## src/rtl/xf_pkg.sv

```systemverilog
// rtl/xf_pkg.sv - shared constants for the transform sequencer
package xf_pkg;

    localparam int NUM_LINES_DEF = 51;

    localparam logic [2:0] ST_IDLE     = 3'd0;
    localparam logic [2:0] ST_START    = 3'd1;
    localparam logic [2:0] ST_WAIT_ACK = 3'd2;
    localparam logic [2:0] ST_RUN      = 3'd3;
    localparam logic [2:0] ST_DWELL    = 3'd4;

    localparam logic [3:0] XF_IDLE = 4'd0;

    localparam int DWELL_W = 17;
    localparam logic [DWELL_W-1:0] DWELL_LEN_0 = 17'd2;
    localparam logic [DWELL_W-1:0] DWELL_LEN_1 = 17'd16;
    localparam logic [DWELL_W-1:0] DWELL_LEN_2 = 17'd256;
    localparam logic [DWELL_W-1:0] DWELL_LEN_3 = 17'd65536;

    // Counter reload value: the timer reaches zero after exactly len cycles.
    function automatic logic [DWELL_W-1:0] dwell_reload(input logic [1:0] sel);
        logic [DWELL_W-1:0] len;
        case (sel)
            2'd0:    len = DWELL_LEN_0;
            2'd1:    len = DWELL_LEN_1;
            2'd2:    len = DWELL_LEN_2;
            default: len = DWELL_LEN_3;
        endcase
        return len - DWELL_W'(1);
    endfunction

endpackage

```

## src/rtl/dwell_timer.sv

```systemverilog
// rtl/dwell_timer.sv - loadable down-counter that parks at zero
module dwell_timer
    import xf_pkg::*;
(
    input  logic               clk_i,
    input  logic               rst_i,
    input  logic               load_i,
    input  logic [DWELL_W-1:0] load_value_i,
    output logic               zero_o
);

    logic [DWELL_W-1:0] count_q, count_d;

    always_comb begin
        count_d = count_q;
        if (load_i) begin
            count_d = load_value_i;
        end else if (count_q != '0) begin
            count_d = count_q - DWELL_W'(1);
        end
    end

    always_ff @(posedge clk_i or posedge rst_i) begin
        if (rst_i) begin
            count_q <= '0;
        end else begin
            count_q <= count_d;
        end
    end

    assign zero_o = (count_q == '0);

endmodule

```

## src/rtl/transform_sequencer.sv

```systemverilog
// rtl/transform_sequencer.sv - drives the transformer start/line handshake
// in auto (line walk with dwell) or manual (switch edge) mode.
module transform_sequencer
    import xf_pkg::*;
#(
    parameter int NUM_LINES   = NUM_LINES_DEF,
    parameter int ACK_TIMEOUT = 4
) (
    input  logic       clk_i,
    input  logic       rst_i,
    input  logic       mode_auto_i,
    input  logic [5:0] manual_line_i,
    input  logic       manual_start_i,
    input  logic [1:0] div_sel_i,
    input  logic [3:0] xf_state_i,
    input  logic [9:0] xf_chars_remaining_i,
    output logic       xf_start_o,
    output logic [7:0] xf_line_o,
    output logic       busy_o,
    output logic       err_o
);

    localparam int ACK_W = $clog2(ACK_TIMEOUT + 1);
    // err is registered, so the decision is taken one cycle early to land
    // the pulse ACK_TIMEOUT cycles after the start pulse.
    localparam int ACK_LAST = (ACK_TIMEOUT > 1) ? ACK_TIMEOUT - 2 : 0;
    localparam logic [ACK_W-1:0] ACK_LAST_C  = ACK_W'(ACK_LAST);
    localparam logic [5:0]       LAST_LINE   = 6'(NUM_LINES - 1);
    localparam logic [6:0]       NUM_LINES_C = 7'(NUM_LINES);

    logic [2:0]       state_q, state_d;
    logic [5:0]       cur_line_q, cur_line_d;
    logic [ACK_W-1:0] ack_cnt_q, ack_cnt_d;
    logic             edge_q;
    logic             dwell_first_q, dwell_first_d;
    logic             xf_start_q;
    logic [7:0]       xf_line_q, xf_line_d;
    logic             busy_q;
    logic             err_q, err_d;

    logic manual_rise;
    logic line_ok;
    logic xf_done;
    logic dwell_load;
    logic dwell_zero;

    assign manual_rise = manual_start_i & ~edge_q;
    assign line_ok     = ({1'b0, manual_line_i} < NUM_LINES_C);
    assign xf_done     = (xf_state_i == XF_IDLE) && (xf_chars_remaining_i == '0);

    dwell_timer u_dwell_timer (
        .clk_i        (clk_i),
        .rst_i        (rst_i),
        .load_i       (dwell_load),
        .load_value_i (dwell_reload(div_sel_i)),
        .zero_o       (dwell_zero)
    );

    always_comb begin
        state_d       = state_q;
        cur_line_d    = cur_line_q;
        ack_cnt_d     = ack_cnt_q;
        dwell_first_d = 1'b0;
        dwell_load    = 1'b0;
        err_d         = 1'b0;
        case (state_q)
            ST_IDLE: begin
                if (mode_auto_i) begin
                    cur_line_d = '0;
                    state_d    = ST_START;
                end else if (manual_rise) begin
                    if (line_ok) begin
                        cur_line_d = manual_line_i;
                        state_d    = ST_START;
                    end else begin
                        err_d = 1'b1;
                    end
                end
            end
            ST_START: begin
                ack_cnt_d = '0;
                state_d   = ST_WAIT_ACK;
            end
            ST_WAIT_ACK: begin
                if (xf_state_i != XF_IDLE) begin
                    state_d = ST_RUN;
                end else if (ack_cnt_q == ACK_LAST_C) begin
                    err_d         = 1'b1;
                    dwell_first_d = 1'b1;
                    state_d       = ST_DWELL;
                end else begin
                    ack_cnt_d = ack_cnt_q + ACK_W'(1);
                end
            end
            ST_RUN: begin
                if (xf_done) begin
                    if (mode_auto_i) begin
                        dwell_first_d = 1'b1;
                        state_d       = ST_DWELL;
                    end else begin
                        state_d = ST_IDLE;
                    end
                end
            end
            ST_DWELL: begin
                // The first DWELL cycle only loads the timer; zero is stale there.
                if (dwell_first_q) begin
                    dwell_load = 1'b1;
                end else if (dwell_zero) begin
                    if (mode_auto_i) begin
                        cur_line_d = (cur_line_q == LAST_LINE) ? 6'd0 : cur_line_q + 6'd1;
                        state_d    = ST_START;
                    end else begin
                        state_d = ST_IDLE;
                    end
                end
            end
            default: state_d = ST_IDLE;
        endcase
    end

    assign xf_line_d = (state_d == ST_START) ? {2'b00, cur_line_d} : xf_line_q;

    always_ff @(posedge clk_i or posedge rst_i) begin
        if (rst_i) begin
            state_q       <= ST_IDLE;
            cur_line_q    <= '0;
            ack_cnt_q     <= '0;
            edge_q        <= 1'b0;
            dwell_first_q <= 1'b0;
            xf_start_q    <= 1'b0;
            xf_line_q     <= '0;
            busy_q        <= 1'b0;
            err_q         <= 1'b0;
        end else begin
            state_q       <= state_d;
            cur_line_q    <= cur_line_d;
            ack_cnt_q     <= ack_cnt_d;
            edge_q        <= manual_start_i;
            dwell_first_q <= dwell_first_d;
            xf_start_q    <= (state_d == ST_START);
            xf_line_q     <= xf_line_d;
            busy_q        <= (state_d != ST_IDLE);
            err_q         <= err_d;
        end
    end

    assign xf_start_o = xf_start_q;
    assign xf_line_o  = xf_line_q;
    assign busy_o     = busy_q;
    assign err_o      = err_q;

endmodule
```

## config.mk

```make
export PLATFORM = sky130hd
export DESIGN_NAME = transform_sequencer
export DESIGN_NICKNAME = d
export VERILOG_FILES = /design/src/rtl/xf_pkg.sv /design/src/rtl/dwell_timer.sv /design/src/rtl/transform_sequencer.sv
export SDC_FILE = /design/constraint.sdc
export NUM_CORES = 1
export LEC_CHECK = 0
export ABC_AREA = 0
export CAP_MARGIN = 40
export CORE_MARGIN = 2
export CORE_UTILIZATION = 45
export CTS_CLUSTER_DIAMETER = 50
export DETAILED_ROUTE_END_ITERATION = 10
export PLACE_DENSITY = 0.73
export SETUP_SLACK_MARGIN = 0.5
export SLEW_MARGIN = 20
export SYNTH_ARGS = -nofsm -noshare
export SYNTH_HDL_FRONTEND = slang
export SYNTH_SLANG_ARGS = --single-unit
export TNS_END_PERCENT = 100
```

## constraint.sdc

```tcl
create_clock -name clk_i -period 8.03 [get_ports clk_i]
set_clock_uncertainty 0.2 [all_clocks]
set_input_delay 1.2045 -clock clk_i [delete_from_list [all_inputs] [get_ports clk_i]]
set_output_delay 1.2045 -clock clk_i [all_outputs]
set_load 0.02 [all_outputs]
```

==> results.cfg, run 1 <==
[outcome]
outcome = finished, final reports clean

[sta]
tightest_slew_ps = 732
fmax_mhz = 292
post-route-period-util = 0.427
tns_ps = 0
period_needed_ps = 3430
setup_viol = 0
max_slew_margin = 0.507
hold_viol = 0
maxSlewViolCount = 0
fin_ws_ps = 4600
rsz0062_at_grt = no

[die]
die_h_um = 77.0
start_util = 0.467
core-area_mm2 = 0.00514
io_pins = 37
die-area_mm2 = 0.00593
row_count = 26
die_w_um = 77.0

[worst_setup_path]
path_max_fanout = 5
r2r_setup_slack_ps = 4970
reg2reg_from = state_q[2]$_DFF_PP0_
setup.worst_path.start_class = input pin
worstReg2RegEnd = u_dwell_timer.count_q[14]$_DFFE_PP0P_
worst_ep_arrival_time_ps = 3450
end_kind = register
worstSetupPathType = input pin to register
r2r_cells = 9
required_ps = 8060

[synthesis]
yosysSeqAreaShare = 0.417
ys_async_sr_fraction = 1.00
synth_flop_cell = dfrtp_1
yosysWarnings = 0
netlist_area_mm2 = 0.00240
syn_inst = 263
synth.avg_cell_area_um2 = 9.12
yosysUniqueCellTypes = 57
postSynthRegisterBits = 40
synth-edff-count = 0

[power_and_ir_drop]
power_per_cell_area_mw_per_mm2 = 169
vdd_drop_max_mv = 0.0860
p_leak_nw = 1.16

[global_routing]
antenna_found_initial = 0
grt-ovfl-total = 0
gr-usage-all-layers = 0.191
grt_pass1_wl_um = 9150
first_global_vias = 1988
grt_max_degree = 41

[cts]
tritoncts = yes
clockBufferDepth = 2
postCtsSetupRepairBufs = 0
cts_made_buffers = 5
cts_root_buf = clkbuf_8
clk_pin_slew_worst_paths_ps = 80
insertion_delay_ps = 290
htreeDepth = 2
cts_resized = 0
cts.sinks = 40
cts_hold_buffers = 0

[layout]
final_net_count = 325
diodes = 0
drive_above_1_share = 0.108
areaGrowthSynthToFinish_pct = 20.2

[worst_hold_path]
min_path_type = register to register
whs_endpoint = u_dwell_timer.count_q[0]$_DFFE_PP0P_
whs_path_depth = 1
hp-start = u_dwell_timer.count_q[0]$_DFFE_PP0P_

[drt]
first_pass_iters = 4
drtIter0Drc = 140
vias_per_cell = 5.53
routed_wl_um = 5240
vias = 2017
routedWlPerCell_um = 14.3
drtAntennaViolNets = 0
drc = 0

[placed_design]
gp_congestion = 0.858
dp_hpwl_um = 3800
pre_cts_ws_ps = 4290
portBuffers = 34

[job]
max_cap_viol_count = 0
[state kept, by name, summed over array words and instances (netlist names)]
signal / cells
ack_cnt_q: 3
busy_o: 1
cur_line_q: 6
dwell_first_q: 1
edge_q: 1
err_o: 1
state_q: 3
u_dwell_timer.count_q: 17
xf_line_o: 6
xf_start_o: 1
[how the worst max path moves through the flow]
stage	cells past startpoint	to	startpoint
floorplan	6	busy_o$_DFF_PP0_	xf_state_i[1]
global placement	7	busy_o$_DFF_PP0_	xf_state_i[1]
detailed placement	7	busy_o$_DFF_PP0_	xf_state_i[1]
CTS	7	busy_o$_DFF_PP0_	xf_state_i[1]
global route	10	u_dwell_timer.count_q[14]$_DFFE_PP0P_	div_sel_i[1]
finish	7	busy_o$_DFF_PP0_	xf_state_i[1]
[synth_stat cells, drive strengths merged, types with 6 or more instances]
cell / count / area, um2
a21oi: 12 / 63.8
buf: 10 / 73.8
dfrtp: 40 / 1000
inv: 9 / 33.8
nand2: 36 / 135
nor2: 26 / 97.6
nor4: 6 / 37.5
o21ai: 19 / 106
or4: 6 / 48.8
xor2: 8 / 70.1
[area by class of cell]
class / instances / area (um2)
clock inverter: 3 / 47.5
fill: 471 / 2250
multi-input combinational: 201 / 1280
clock buffer: 5 / 68.8
sequential: 40 / 1000
tap: 70 / 87.6
timing repair buffer: 37 / 367
inverter: 9 / 33.8
[per-layer routing]
metal	global-route usage	routed length, um	vias up
met1	0.248	2380	962
li1	-	-	1000
met2	0.316	2500	45
met5	0	0	-
met3	0.0388	258	10
met4	0.0714	95	0
[cells in the final DEF, fill, tap and decap left out, drive strengths merged, types with 3 or more instances in the layout]
cell type,n
xnor2,5
o211ai,5
nor2,26
clkbuf,5
nand4,5
mux2,4
buf,3
xor2,8
a21oi,12
nand2,36
a22oi,4
o21ai,19
or4,6
o31ai,4
a211oi,3
nor4b,3
or3,4
clkdlybuf4s50,34
nor3,5
nor3b,3
nand3,4
ha,5
nor4,6
dfrtp,40
inv,9
nand2b,4
or2,4
[cell families (layout without fill, tap and decap cells)]
| family | Yosys count | after routing | synth area share |
|---|---|---|---|
| AND/OR/NAND/NOR | 115 | 115 | 0.255 |
| AO/OA/AOI/OAI | 61 | 61 | 0.173 |
| multiplexers | 5 | 5 | 0.0292 |
| XOR/XNOR | 13 | 13 | 0.0474 |
| flip-flops | 40 | 40 | 0.417 |
| other | 1 | 2 | 0.00156 |
| adder cells (fa/ha/maj) | 5 | 5 | 0.0261 |
| buffers and inverters | 23 | 54 | 0.0511 |
[worst max-delay path: stages]
cell and delay, ps:
clkdlybuf4s50_1 390, nor4_1 660, nand2_1 170, or4_1 540
o21a_1 150, a22oi_1 170, or3_1 160
[power breakdown]
| part | leakage (nW) | switching (mW) | internal (mW) |
|---|---|---|---|
| Combinational | 0.615 | 0.0393 | 0.0382 |
| Sequential | 0.490 | 0.0206 | 0.223 |
| Clock | 0.0583 | 0.0732 | 0.0936 |
| Total | 1.16 | 0.133 | 0.355 |
[stage by stage]
step / utilization / area [um2] / cells / hold slack [ps] / total power [mW]
2_1_floorplan: - / 2400 / 264 / 259 / 0.295
3_3_place_gp: 0.537 / 2760 / 356 / 285 / 0.322
3_5_place_dp: 0.539 / 2770 / 357 / 291 / 0.324
4_1_cts: 0.561 / 2890 / 365 / 303 / 0.492
5_1_grt: 0.561 / 2890 / 365 / 334 / 0.514
6_report: 0.561 / 2890 / 365 / 308 / 0.488
Note: power is estimated with default switching activity, not from simulation.
==> inputs of run 2 (changes only) <==
==> constraint.sdc (replaced) <==
create_clock -name clk_i -period 3.17 [get_ports clk_i]
set_clock_uncertainty 0.2 [all_clocks]
set_input_delay 0.4755 -clock clk_i [delete_from_list [all_inputs] [get_ports clk_i]]
set_output_delay 0.4755 -clock clk_i [all_outputs]
set_load 0.02 [all_outputs]
==> run 2 against run 1 <==
Utilization increased by 2.5 points. Clock power grew to 2.6 times the previous value. Count of clock-buffer cells in the layout up 1. Hold slack improved by 0.91 ps. Total power rose to 2.6 times the previous value. Critical path depth unchanged. Die area unchanged. Worst setup slack got worse by 4000 ps. Final area grew 4.5%.
==> results.cfg, run 2 (synthesized netlist as in run 1, its figures left out) <==
[outcome]
outcome = finished, final reports clean

[placed_design]
portBuffers = 34
dp_cells = 363
gp_congestion = 0.822
dp_hpwl_um = 3870

[worst_setup_path]
worstSetupPathType = register to register
r2r_cells = 7
worstReg2RegEnd = xf_line_o[5]$_DFFE_PP0N_
path_max_fanout = 5
required_ps = 3150
reg2reg_from = u_dwell_timer.count_q[12]$_DFFE_PP0P_
worst_ep_arrival_time_ps = 2550
end_kind = register
setup.worst_path.start_class = register
r2r_setup_slack_ps = 600

[sta]
fmax_mhz = 389
hold-worst-slack_ps = 309
tns_ps = 0
period_needed_ps = 2570
post-route-period-util = 0.810
hold_viol = 0
tightest_slew_ps = 528
rsz0062_at_grt = yes
setup_viol = 0
max_slew_margin = 0.643
maxSlewViolCount = 0

[layout]
seq_area_mm2 = 0.00100
mostFrequentLayoutCell = dfrtp_1
final_net_count = 335
final_util = 0.586
areaGrowthSynthToFinish_pct = 25.6
layoutNonFillerInstCount = 375
multiInputGateArea_mm2 = 0.00133
drive_above_1_share = 0.161
top_register = u_dwell_timer.count_q
fillers = 465
diodes = 0
final_cell_mix = 39 x dfrtp_1, 36 x nand2_1, 33 x clkdlybuf4s50_1
largest_reg_flops = 17

[cts]
cts_made_buffers = 5
insertion_delay_ps = 290
clockBufferDepth = 2
tritoncts = yes
cts_root_buf = clkbuf_8
cts.sinks = 40
htreeDepth = 2
clk_pin_slew_worst_paths_ps = 80
cts_hold_buffers = 0

[die]
io_pins = 37
core-area_mm2 = 0.00514
die_w_um = 77.0
row_count = 26
die_h_um = 77.0
start_util = 0.467
die-area_mm2 = 0.00593

[global_routing]
antenna_found_initial = 0
grt_pass1_wl_um = 9340
first_global_vias = 2034
gr-usage-all-layers = 0.192
grt_max_degree = 41
grt-ovfl-total = 0

[drt]
drtAntennaViolNets = 0
drtIter0Drc = 130
drc = 0
routed_wl_um = 5320
vias_per_cell = 5.49
first_pass_iters = 4
routedWlPerCell_um = 14.2
vias = 2059

[job]
max_cap_viol_count = 0

[power_and_ir_drop]
power_per_cell_area_mw_per_mm2 = 413
p_leak_nw = 1.23
totalPowerFinal_mw = 1.25
vdd_drop_max_mv = 0.230

[worst_hold_path]
whs_endpoint = u_dwell_timer.count_q[0]$_DFFE_PP0P_
whs_path_depth = 1
hp-start = u_dwell_timer.count_q[0]$_DFFE_PP0P_
min_path_type = register to register
[run 2: cell types whose count changed in the layout (fill, tap and decap cells not counted), sizes merged]
cell	before	now
clkbuf	5	6
clkdlybuf4s50	34	33
clkinv	2	1
buf	3	13
dlymetal6s2s	0	1
[run 2: through the flow]
stage,area (um2),setup slack [ps]
2_1_floorplan,2400,584
3_3_place_gp,2810,364
3_5_place_dp,2810,187
4_1_cts,2940,463
5_1_grt,3010,472
6_report,3010,602
[run 2: critical path: stages, from the launching register on]
cell and delay, ps:
dfrtp_2 440, or4_4 590, nor4b_4 380, buf_4 190, nand4_1 110, xor2_1 200, o21ai_2 90, mux2_4 260
[run 2: what timing repair did]
item | in CTS | in global routing
setup endpoints to repair | 4 | 15
pin swaps | 1 | 3
gates resized for setup | 1 | 11
buffers inserted | 1 | 3
[run 2: how the worst max path moves through the flow]
| stage | to | from | slack, ps | cells after the start |
|---|---|---|---|---|
| after global routing | u_dwell_timer.count_q[15]$_DFFE_PP0P_ | u_dwell_timer.count_q[7]$_DFFE_PP0P_ | 470 | 6 |
| final | xf_line_o[5]$_DFFE_PP0N_ | u_dwell_timer.count_q[12]$_DFFE_PP0P_ | 600 | 7 |
| after floorplan | u_dwell_timer.count_q[12]$_DFFE_PP0P_ | state_q[0]$_DFF_PP0_ | 580 | 12 |
| after detailed placement | u_dwell_timer.count_q[14]$_DFFE_PP0P_ | div_sel_i[1] | 190 | 10 |
| after CTS | u_dwell_timer.count_q[14]$_DFFE_PP0P_ | state_q[0]$_DFF_PP0_ | 460 | 8 |
| after global placement | u_dwell_timer.count_q[12]$_DFFE_PP0P_ | div_sel_i[1] | 360 | 10 |
[run 2: where the power goes]
group | leakage, nW | internal [mW] | switching, mW | total, mW
logic | 0.678 | 0.0976 | 0.0971 | 0.195
registers | 0.488 | 0.565 | 0.0537 | 0.619
clock network | 0.0614 | 0.257 | 0.174 | 0.432
total | 1.23 | 0.920 | 0.325 | 1.25
[run 2: final cells by class]
type | instances | share of cell area
Multi-Input combinational cell | 201 | 0.440
Sequential cell | 40 | 0.333
Timing Repair Buffer | 47 | 0.147
Inverter | 9 | 0.0112
Clock inverter | 2 | 0.0129
Clock buffer | 6 | 0.0274
Tap cell | 70 | 0.0291
[run 2: routing by layer]
layer / GRT usage / vias to the layer above / share of wire / wire length [um]
met5: 0 / - / 0 / 0
met3: 0.0341 / 5 / 0.027 / 142
met1: 0.255 / 1002 / 0.47 / 2480
met2: 0.321 / 32 / 0.50 / 2640
met4: 0.0589 / 0 / 0.011 / 61
li1: - / 1020 / - / -
